## config.mk

```make
export PLATFORM = sky130hd
export DESIGN_NAME = sdio_resp_rx
export DESIGN_NICKNAME = d
export VERILOG_FILES = /design/src/rtl/sdio_pkg.sv /design/src/rtl/sdio_crc7.sv /design/src/rtl/sdio_resp_rx.sv
export SDC_FILE = /design/constraint.sdc
export NUM_CORES = 1
export LEC_CHECK = 0
export ABC_CLOCK_PERIOD_IN_PS = 3800
export BUFFER_PORTS_ARGS = -buffer_cell sky130_fd_sc_hd__clkbuf_2
export CORE_ASPECT_RATIO = 0.6
export CORE_MARGIN = 2
export CORE_UTILIZATION = 43
export CTS_CLUSTER_SIZE = 8
export DETAILED_ROUTE_END_ITERATION = 16
export GPL_TIMING_DRIVEN = 0
export SETUP_SLACK_MARGIN = 0.5
export SLEW_MARGIN = 20
export SYNTH_ARGS = -nofsm -noshare
export SYNTH_HDL_FRONTEND = slang
export SYNTH_SLANG_ARGS = --single-unit
```

## constraint.sdc

```tcl
create_clock -name clk -period 3.8 [get_ports clk]
set_input_delay 0.57 -clock clk [delete_from_list [all_inputs] [get_ports clk]]
set_output_delay 0.57 -clock clk [all_outputs]
set_load 0.02 [all_outputs]
```

## src/rtl/sdio_pkg.sv

```systemverilog
// Shared definitions for the SDIO response receiver and command framer:
// state encoding, token geometry and the CRC7 serial step.
package sdio_pkg;

  typedef enum logic [1:0] {
    IDLE,
    WAIT_START,
    RECEIVE,
    DONE
  } resp_state_e;

  localparam int RESP_BITS = 48;
  localparam logic [6:0] CRC7_POLY = 7'h09;

  localparam int TRANS_BIT = 46;
  localparam int IDX_MSB   = 45;
  localparam int IDX_LSB   = 40;
  localparam int ARG_MSB   = 39;
  localparam int ARG_LSB   = 8;
  localparam int CRC_MSB   = 7;
  localparam int CRC_LSB   = 1;
  localparam int END_BIT   = 0;

  // One MSB-first step of x^7+x^3+1.
  function automatic logic [6:0] crc7_step(input logic [6:0] crc, input logic din);
    crc7_step = {crc[5:0], 1'b0} ^ (((crc[6] ^ din) == 1'b1) ? CRC7_POLY : 7'h00);
  endfunction

endpackage

```

## src/rtl/sdio_crc7.sv

```systemverilog
// Serial CRC7 engine; clr takes effect before a simultaneous en step,
// so clr+en starts a fresh CRC with din as its first bit.
module sdio_crc7
  import sdio_pkg::*;
(
  input  logic       clk,
  input  logic       rst,
  input  logic       clr,
  input  logic       en,
  input  logic       din,
  output logic [6:0] crc
);

  logic [6:0] crc_q, crc_d;
  logic [6:0] base;

  always_comb begin
    base  = clr ? 7'h00 : crc_q;
    crc_d = en ? crc7_step(base, din) : base;
  end

  always_ff @(posedge clk or posedge rst) begin
    if (rst) crc_q <= 7'h00;
    else     crc_q <= crc_d;
  end

  assign crc = crc_q;

endmodule

```

## src/rtl/sdio_resp_rx.sv

```systemverilog
// Receives the 48-bit response token from the card on CMD, with a start-bit
// hunt timeout, CRC7 check and framing-bit checks.
module sdio_resp_rx
  import sdio_pkg::*;
#(
  parameter int NCR_MAX = 64,
  parameter int CNT_W   = 7
) (
  input  logic        clk,
  input  logic        rst,
  input  logic        sample_en,
  input  logic        cmd_in,
  input  logic        start,
  input  logic        check_crc,
  output logic        busy,
  output logic        resp_valid,
  output logic [5:0]  resp_index,
  output logic [31:0] resp_arg,
  output logic [6:0]  resp_crc,
  output logic        err_timeout,
  output logic        err_crc,
  output logic        err_trans,
  output logic        err_end
);

  resp_state_e state_q, state_d;
  logic [CNT_W-1:0] wait_cnt_q, wait_cnt_d, wait_inc;
  logic [5:0] bit_cnt_q, bit_cnt_d;
  logic [RESP_BITS-3:0] shift_q, shift_d;
  logic [RESP_BITS-2:0] word;
  logic check_q, check_d;
  logic [5:0] index_q, index_d;
  logic [31:0] arg_q, arg_d;
  logic [6:0] rcrc_q, rcrc_d;
  logic to_q, to_d, ecrc_q, ecrc_d, etrans_q, etrans_d, eend_q, eend_d;
  logic crc_clr, crc_en;
  logic [6:0] crc_val;

  sdio_crc7 u_crc (
    .clk (clk),
    .rst (rst),
    .clr (crc_clr),
    .en  (crc_en),
    .din (cmd_in),
    .crc (crc_val)
  );

  always_comb begin
    state_d    = state_q;
    wait_cnt_d = wait_cnt_q;
    bit_cnt_d  = bit_cnt_q;
    shift_d    = shift_q;
    check_d    = check_q;
    index_d    = index_q;
    arg_d      = arg_q;
    rcrc_d     = rcrc_q;
    to_d       = to_q;
    ecrc_d     = ecrc_q;
    etrans_d   = etrans_q;
    eend_d     = eend_q;
    crc_clr    = 1'b0;
    crc_en     = 1'b0;
    wait_inc   = wait_cnt_q + CNT_W'(1);
    word       = {shift_q, cmd_in};

    unique case (state_q)
      IDLE: begin
        if (start) begin
          state_d    = WAIT_START;
          wait_cnt_d = '0;
          check_d    = check_crc;
          index_d    = '0;
          arg_d      = '0;
          rcrc_d     = '0;
          to_d       = 1'b0;
          ecrc_d     = 1'b0;
          etrans_d   = 1'b0;
          eend_d     = 1'b0;
        end
      end
      WAIT_START: begin
        // A start bit on the final allowed sample beats the timeout.
        if (sample_en) begin
          if (!cmd_in) begin
            state_d   = RECEIVE;
            bit_cnt_d = 6'd46;
            crc_clr   = 1'b1;
            crc_en    = 1'b1;
          end else begin
            wait_cnt_d = wait_inc;
            if (wait_inc == CNT_W'(NCR_MAX)) begin
              to_d    = 1'b1;
              state_d = DONE;
            end
          end
        end
      end
      RECEIVE: begin
        if (sample_en) begin
          shift_d   = word[RESP_BITS-3:0];
          bit_cnt_d = bit_cnt_q - 6'd1;
          crc_en    = (bit_cnt_q >= 6'd8);
          // Bit 0 just arrived: the CRC finished eight samples ago.
          if (bit_cnt_q == 6'd0) begin
            index_d  = word[IDX_MSB:IDX_LSB];
            arg_d    = word[ARG_MSB:ARG_LSB];
            rcrc_d   = word[CRC_MSB:CRC_LSB];
            etrans_d = word[TRANS_BIT];
            eend_d   = ~word[END_BIT];
            ecrc_d   = check_q & (crc_val != word[CRC_MSB:CRC_LSB]);
            state_d  = DONE;
          end
        end
      end
      DONE: state_d = IDLE;
      default: state_d = IDLE;
    endcase
  end

  always_ff @(posedge clk or posedge rst) begin
    if (rst) begin
      state_q    <= IDLE;
      wait_cnt_q <= '0;
      bit_cnt_q  <= '0;
      shift_q    <= '0;
      check_q    <= 1'b0;
      index_q    <= '0;
      arg_q      <= '0;
      rcrc_q     <= '0;
      to_q       <= 1'b0;
      ecrc_q     <= 1'b0;
      etrans_q   <= 1'b0;
      eend_q     <= 1'b0;
    end else begin
      state_q    <= state_d;
      wait_cnt_q <= wait_cnt_d;
      bit_cnt_q  <= bit_cnt_d;
      shift_q    <= shift_d;
      check_q    <= check_d;
      index_q    <= index_d;
      arg_q      <= arg_d;
      rcrc_q     <= rcrc_d;
      to_q       <= to_d;
      ecrc_q     <= ecrc_d;
      etrans_q   <= etrans_d;
      eend_q     <= eend_d;
    end
  end

  assign busy        = (state_q != IDLE);
  assign resp_valid  = (state_q == DONE);
  assign resp_index  = index_q;
  assign resp_arg    = arg_q;
  assign resp_crc    = rcrc_q;
  assign err_timeout = to_q;
  assign err_crc     = ecrc_q;
  assign err_trans   = etrans_q;
  assign err_end     = eend_q;

endmodule

```

# Word level (Yosys, flattened, before mapping)
# Index checks and enable logic that the tools add are counted.
# totals
register_bits	118
out_inout_bits	51
inputBits	6
wordCells	94
# classes
n_lt_le_gt_ge	1
add_sub_neg	2
n_eq_ne	13
reduce_logical	13
bitwise_logic	4
mux	48
# ops
operator	n
$mux 32	3
$pmux 32 s2	1
$mux 7	7
$mux 6	6
$pmux 7 s2	2
$pmux 6 s2	2
$mux 1	14
$ne 2x2->1 const B	7
$mux 2	6
$reduce_and 4->1	3
$pmux 1 s2	5
$reduce_and 5->1	2
$pmux 2 s4	1
$reduce_bool 2->1	4
$add 7x1->7 const B	1
$eq 7x7->1 const B	1
$ne 7x7->1	1
$xor 7x7->7	1
$ge 6x4->1 const B	1
$logic_not 6->1	1
$sub 6x1->6 const B	1
$eq 2x2->1 const B	2
$mux 4	1
$reduce_and 2->1	2
6 further kinds	6

# Logic depth before layout (Yosys ltp)
# logic_depth
depth_word	8
mapped_depth	9
ltp_nobuf	7

# Hierarchy
# A second synthesis with hierarchy kept.
# hier_totals
cells_unflattened	368
area_unflattened_um2	4863.4
# by_module_without_submodules
module	cells_each	n_inst	area_each_um2	seq_area_each_um2
sdio_resp_rx	336	1	4534.3	2777.7
sdio_crc7	32	1	329.1	175.2

# Worst setup path after synthesis
# OpenSTA, ideal clock, no wires.
# synth_timing
kind	reg2reg
startpoint	register state_q[1]
endpoint	register u_crc.crc_q[0], in the netlist u_crc.crc[0]
required_ns	3.684
setup_slack_ns	1.972
n_path_buf	1
synth_period_minus_slack_ns	1.828
arrival_time_ns	1.713
setup_time_ns	0.116
stages_incl_launch_ff	8
cell_sequence	dfrtp_1 inv_1 ha_1 and3_1 buf_2 o21ai_4 or4b_1 o311ai_0
# synth_between
elab_chain_cells	7
word_cells_on_any_way	9
classes_between	eq/ne (2); mux (5); bitwise (2)
# synth_lines
element	line_no	text
start: declaration	sdio_resp_rx.sv:26	resp_state_e state_q, state_d;
start signal: assignment	sdio_resp_rx.sv:135	state_q <= state_d;
$eq 2x1->1	sdio_resp_rx.sv:66	unique case (state_q)
$mux 1	sdio_resp_rx.sv:66	
$mux 7	sdio_crc7.sv:18	base = clr ? 7'h00 : crc_q;
$xor 1x1->1	sdio_pkg.sv:26	crc7_step = {crc[5:0], 1'b0} ^ (((crc[6] ^ din) == 1'b1) ? CRC7_POLY : 7'h00);
$mux 4	sdio_pkg.sv:26	
$xor 7x7->7	sdio_pkg.sv:26	
$mux 7 (*)	sdio_crc7.sv:19	crc_d = en ? crc7_step(base, din) : base;
named net u_crc.crc_d[0]	sdio_crc7.sv:14	logic [6:0] crc_q, crc_d;
end signal: assignment	sdio_crc7.sv:24	else crc_q <= crc_d;
end: declaration	sdio_crc7.sv:14	
# Mark *: on every way through the listed nets, which the timed path passes. The rest lies on a longest branch.
# A chain may end at the register's enable or synchronous reset.

# Worst setup path in the final report
# layout_timing
startpoint	register state_q[0]
endpoint	register bit_cnt_q[5]
# layout_between
elab_chain_cells	3
word_cells_on_any_way	8
classes_between	eq/ne (5); mux (1); reduce/logical (2)
# layout_lines
element	line_no	text
$eq 2x1->1 or $eq 2x2->1 (tied branches)	sdio_resp_rx.sv:66	
$ne 2x2->1 (no line) or $reduce_bool 2->1 (tied branches)	--	
$reduce_and 4->1 (no line)	--	
end signal: assignment	sdio_resp_rx.sv:137	bit_cnt_q <= bit_cnt_d;
end: declaration	sdio_resp_rx.sv:28	logic [5:0] bit_cnt_q, bit_cnt_d;
# Parallel ways exist; a longest one is shown, timed or not.

==> out/metrics.csv <==
metric,value,unit
Hold Slack,0.105,ns
most frequent cells in the layout,"dfrtp_1 (118), nand2_1 (109), clkbuf_2 (56), mux2_2 (48), o21ai_1 (40)",
std cell rows,30,
DRC viols,0,
unrepaired setup endpoints after global routing,no,
R2R depth,8,
crit-path leading delay family,simple AND/OR/NAND/NOR gates,
Period minus WS final,2.22,ns
ys async rst share,100,%
CTS Buf Count,17,
CP arrival,2.49,ns
VDD IR-drop max,347,uV
post-cts hold buffer count,0,
DR WL/cell,14.9,um
leading area contributor after synthesis,dfrtp_1,
1st-pass router iterations,4,
relative max-transition margin,62.6,%
Final Max Slew Viols,0,
DRT antenna net count,0,
RD Place Congestion,0.781,
post-route clock period utilization,58.4,%
"critical path fanouts, max",10,
worst min path class,input pin to asynchronous set/reset pin,
critical path capture point type,flop,
worst path bufs/invs,2,
Syn. warnings,0,
Cell variety after synth,40,
synthesized area,5020,um^2
sequential power share,35.7,%
Cells after DPL,672,
Iter 0 DRT Violations,193,
filler instances,1026,
Area Growth Syn to Fin,22.7,%
"Clk Latency, worst-skew pair",0.41,ns
placed instance area,5580,um^2
Critical Path Most Common Cell,o21ai_0,
initial antenna violation count,0,
FF-to-FF setup slack,1.58,ns
Final setup viols,0,
Setup crit start kind,flop,
vias per inst,4.94,
n_diodes,0,
GRT Resource Usage Total,18.4,%
clock transition at the registers of the reported paths,0.06,ns
Post-Syn Nets,466,
Clock Skews,0.00724,ns
clk sink count,118,
"EDFF count, synth",0,
TritonCTS clock tree,done,
worst reg2reg path endpoint,bit_cnt_q[5],
CTS H-tree lvls,4,
IO Pins,57,
NetSw,1.58,mW
status,"finished, final reports clean",
routed vias,3478,
largest net degree at the start of global routing,34,
post-route insts no fill,704,
CP Class,flop to flop,
Pwr Density,720,nW/um^2
critical-path cell with the highest stage delay,dfrtp_1,
sw frac,35.7,%
Buffers on Ports,55,
worst r2r src,state_q[0],
syn_area_per_cell,11.1,um^2
Core ar.,11300,um^2
Max stage delay on crit path,0.42,ns
Die ar.,12600,um^2
share of layout cells above drive strength 1,28.7,%
"Top FF cell, synth",dfrtp_1,
critical path required time,4.07,ns
worst slew pin tran,0.561,ns
max-cap viol count,0,
CTS Buffer Depth,2,
nets,544,
Comb power frac,29.2,%
CTS resizes,0,
vias in the first global route,3462,
placed wire-length estimate,7470,um
die height,87.7,um
Root Buffer,clkbuf_16,
Pleak,2.95,nW
register area share after synthesis,58.9,%
synth top area cells,"dfrtp_1 (59%), mux2_2 (11%), nand2_1 (8.2%)",
Die W,143,um
Seq cells post-synth,118,
top cell type's share of synthesized area,58.9,%
routed wire length,10500,um
P_int,2.86,mW
Fin Setup TNS,0,ns
Max Clock Freq,451,MHz
"commonest non-fill, non-tap cell in the layout",dfrtp_1,
Post-CTS Setup Inserts,0,
Starting Density,44.3,%
Clock Power Share,35.1,%
Cells after Synth,453,
worst path cell trace,inv_1 > ha_1 > buf_2 > nor2b_1 > o21ai_0 > nor4_1 > xnor2_1 > o21ai_0,
Final Hold Viols,0,
global-route wire length before repair,17600,um
global route overflow,0,
post-route standard cell area excluding fillers,6160,um^2
==> cell type report <==
type | count | area (um^2) | area share, %
flip-flops and latches | 118 | 2950 | 47.9
plain buffers | 23 | 134 | 2.17
multi-input cells | 304 | 1900 | 30.9
repair buffers | 59 | 355 | 5.77
clock buffers | 18 | 429 | 6.97
well taps | 160 | 200 | 3.25
clock inverters | 14 | 153 | 2.48
inverters | 8 | 33.8 | 0.549
==> per-stage QoR <==
stage               utilization (%)  total power [mW]  setup slack, ns
global placement               48.5              2.86             1.05
global route                   54.3              4.69             1.40
detailed placement             49.2              2.91             1.62
finish                         54.3              4.44             1.58
floorplan                         -              2.51             1.79
CTS                            54.3              4.48             1.59
==> state kept, by name (all words and copies together), names as in the netlist <==
register,flops
u_crc.crc,7
err_crc,1
state_q,2
err_trans,1
err_timeout,1
err_end,1
resp_index,6
resp_arg,32
check_q,1
wait_cnt_q,7
shift_q,46
resp_crc,7
bit_cnt_q,6
==> worst reg2reg max path, cell delays in order, from the launching register on <==
cell	delay, ns
dfrtp_1	0.42
inv_1	0.14
ha_1	0.25
buf_2	0.29
nor2b_1	0.20
o21ai_0	0.19
nor4_1	0.35
xnor2_1	0.16
o21ai_0	0.10
==> synthesized netlist by cell type, types with 3 or more instances <==
cell type,instances
nor3_1,3
xor2_1,6
nor2b_1,6
inv_1,8
o21ai_1,40
xnor2_1,10
nand3_1,9
o21ai_0,22
dfrtp_1,118
nor2_1,13
mux2i_1,5
buf_6,5
nand2_1,109
clkbuf_1,10
buf_2,7
ha_1,7
mux2_2,48
==> power by group through the flow <==
stage	combinational, mW	clock, mW	sequential (mW)
2_1_floorplan	0.910	0	1.60
3_3_place_gp	1.26	0	1.60
3_5_place_dp	1.30	0	1.61
4_1_cts	1.31	1.59	1.59
5_1_grt	1.44	1.64	1.61
6_report	1.30	1.56	1.59
==> worst max-delay path by stage <==
stage | cells after the start | slack (ns) | end | start
final | 8 | 1.58 | bit_cnt_q[5] | state_q[0]
after global routing | 8 | 1.40 | bit_cnt_q[5] | state_q[0]
after CTS | 8 | 1.59 | bit_cnt_q[5] | state_q[0]
after detailed placement | 8 | 1.62 | bit_cnt_q[5] | state_q[0]
after global placement | 2 | 1.05 | resp_arg[13] | rst
after floorplan | 1 | 1.79 | bit_cnt_q[0] | rst
==> per-layer routing <==
| metal | track usage [%] | routed length [um] |
|---|---|---|
| met1 | 27.1 | 5550 |
| met2 | 26.1 | 4460 |
| met3 | 5.03 | 391 |
| met4 | 6.51 | 90 |
| met5 | 0 | 0 |
==> cells by family (layout without fill, tap and decap cells) <==
logic type	Yosys count	in the layout	share of synthesized area (%)
xor+xnor	16	16	2.79
simple gates	149	149	12.4
mux	53	53	11.8
fa+ha+maj	7	7	1.75
flops	118	118	58.9
buf+inv	31	122	3.27
compound gates	79	79	9.20
Power figures use the tool's default switching activity.
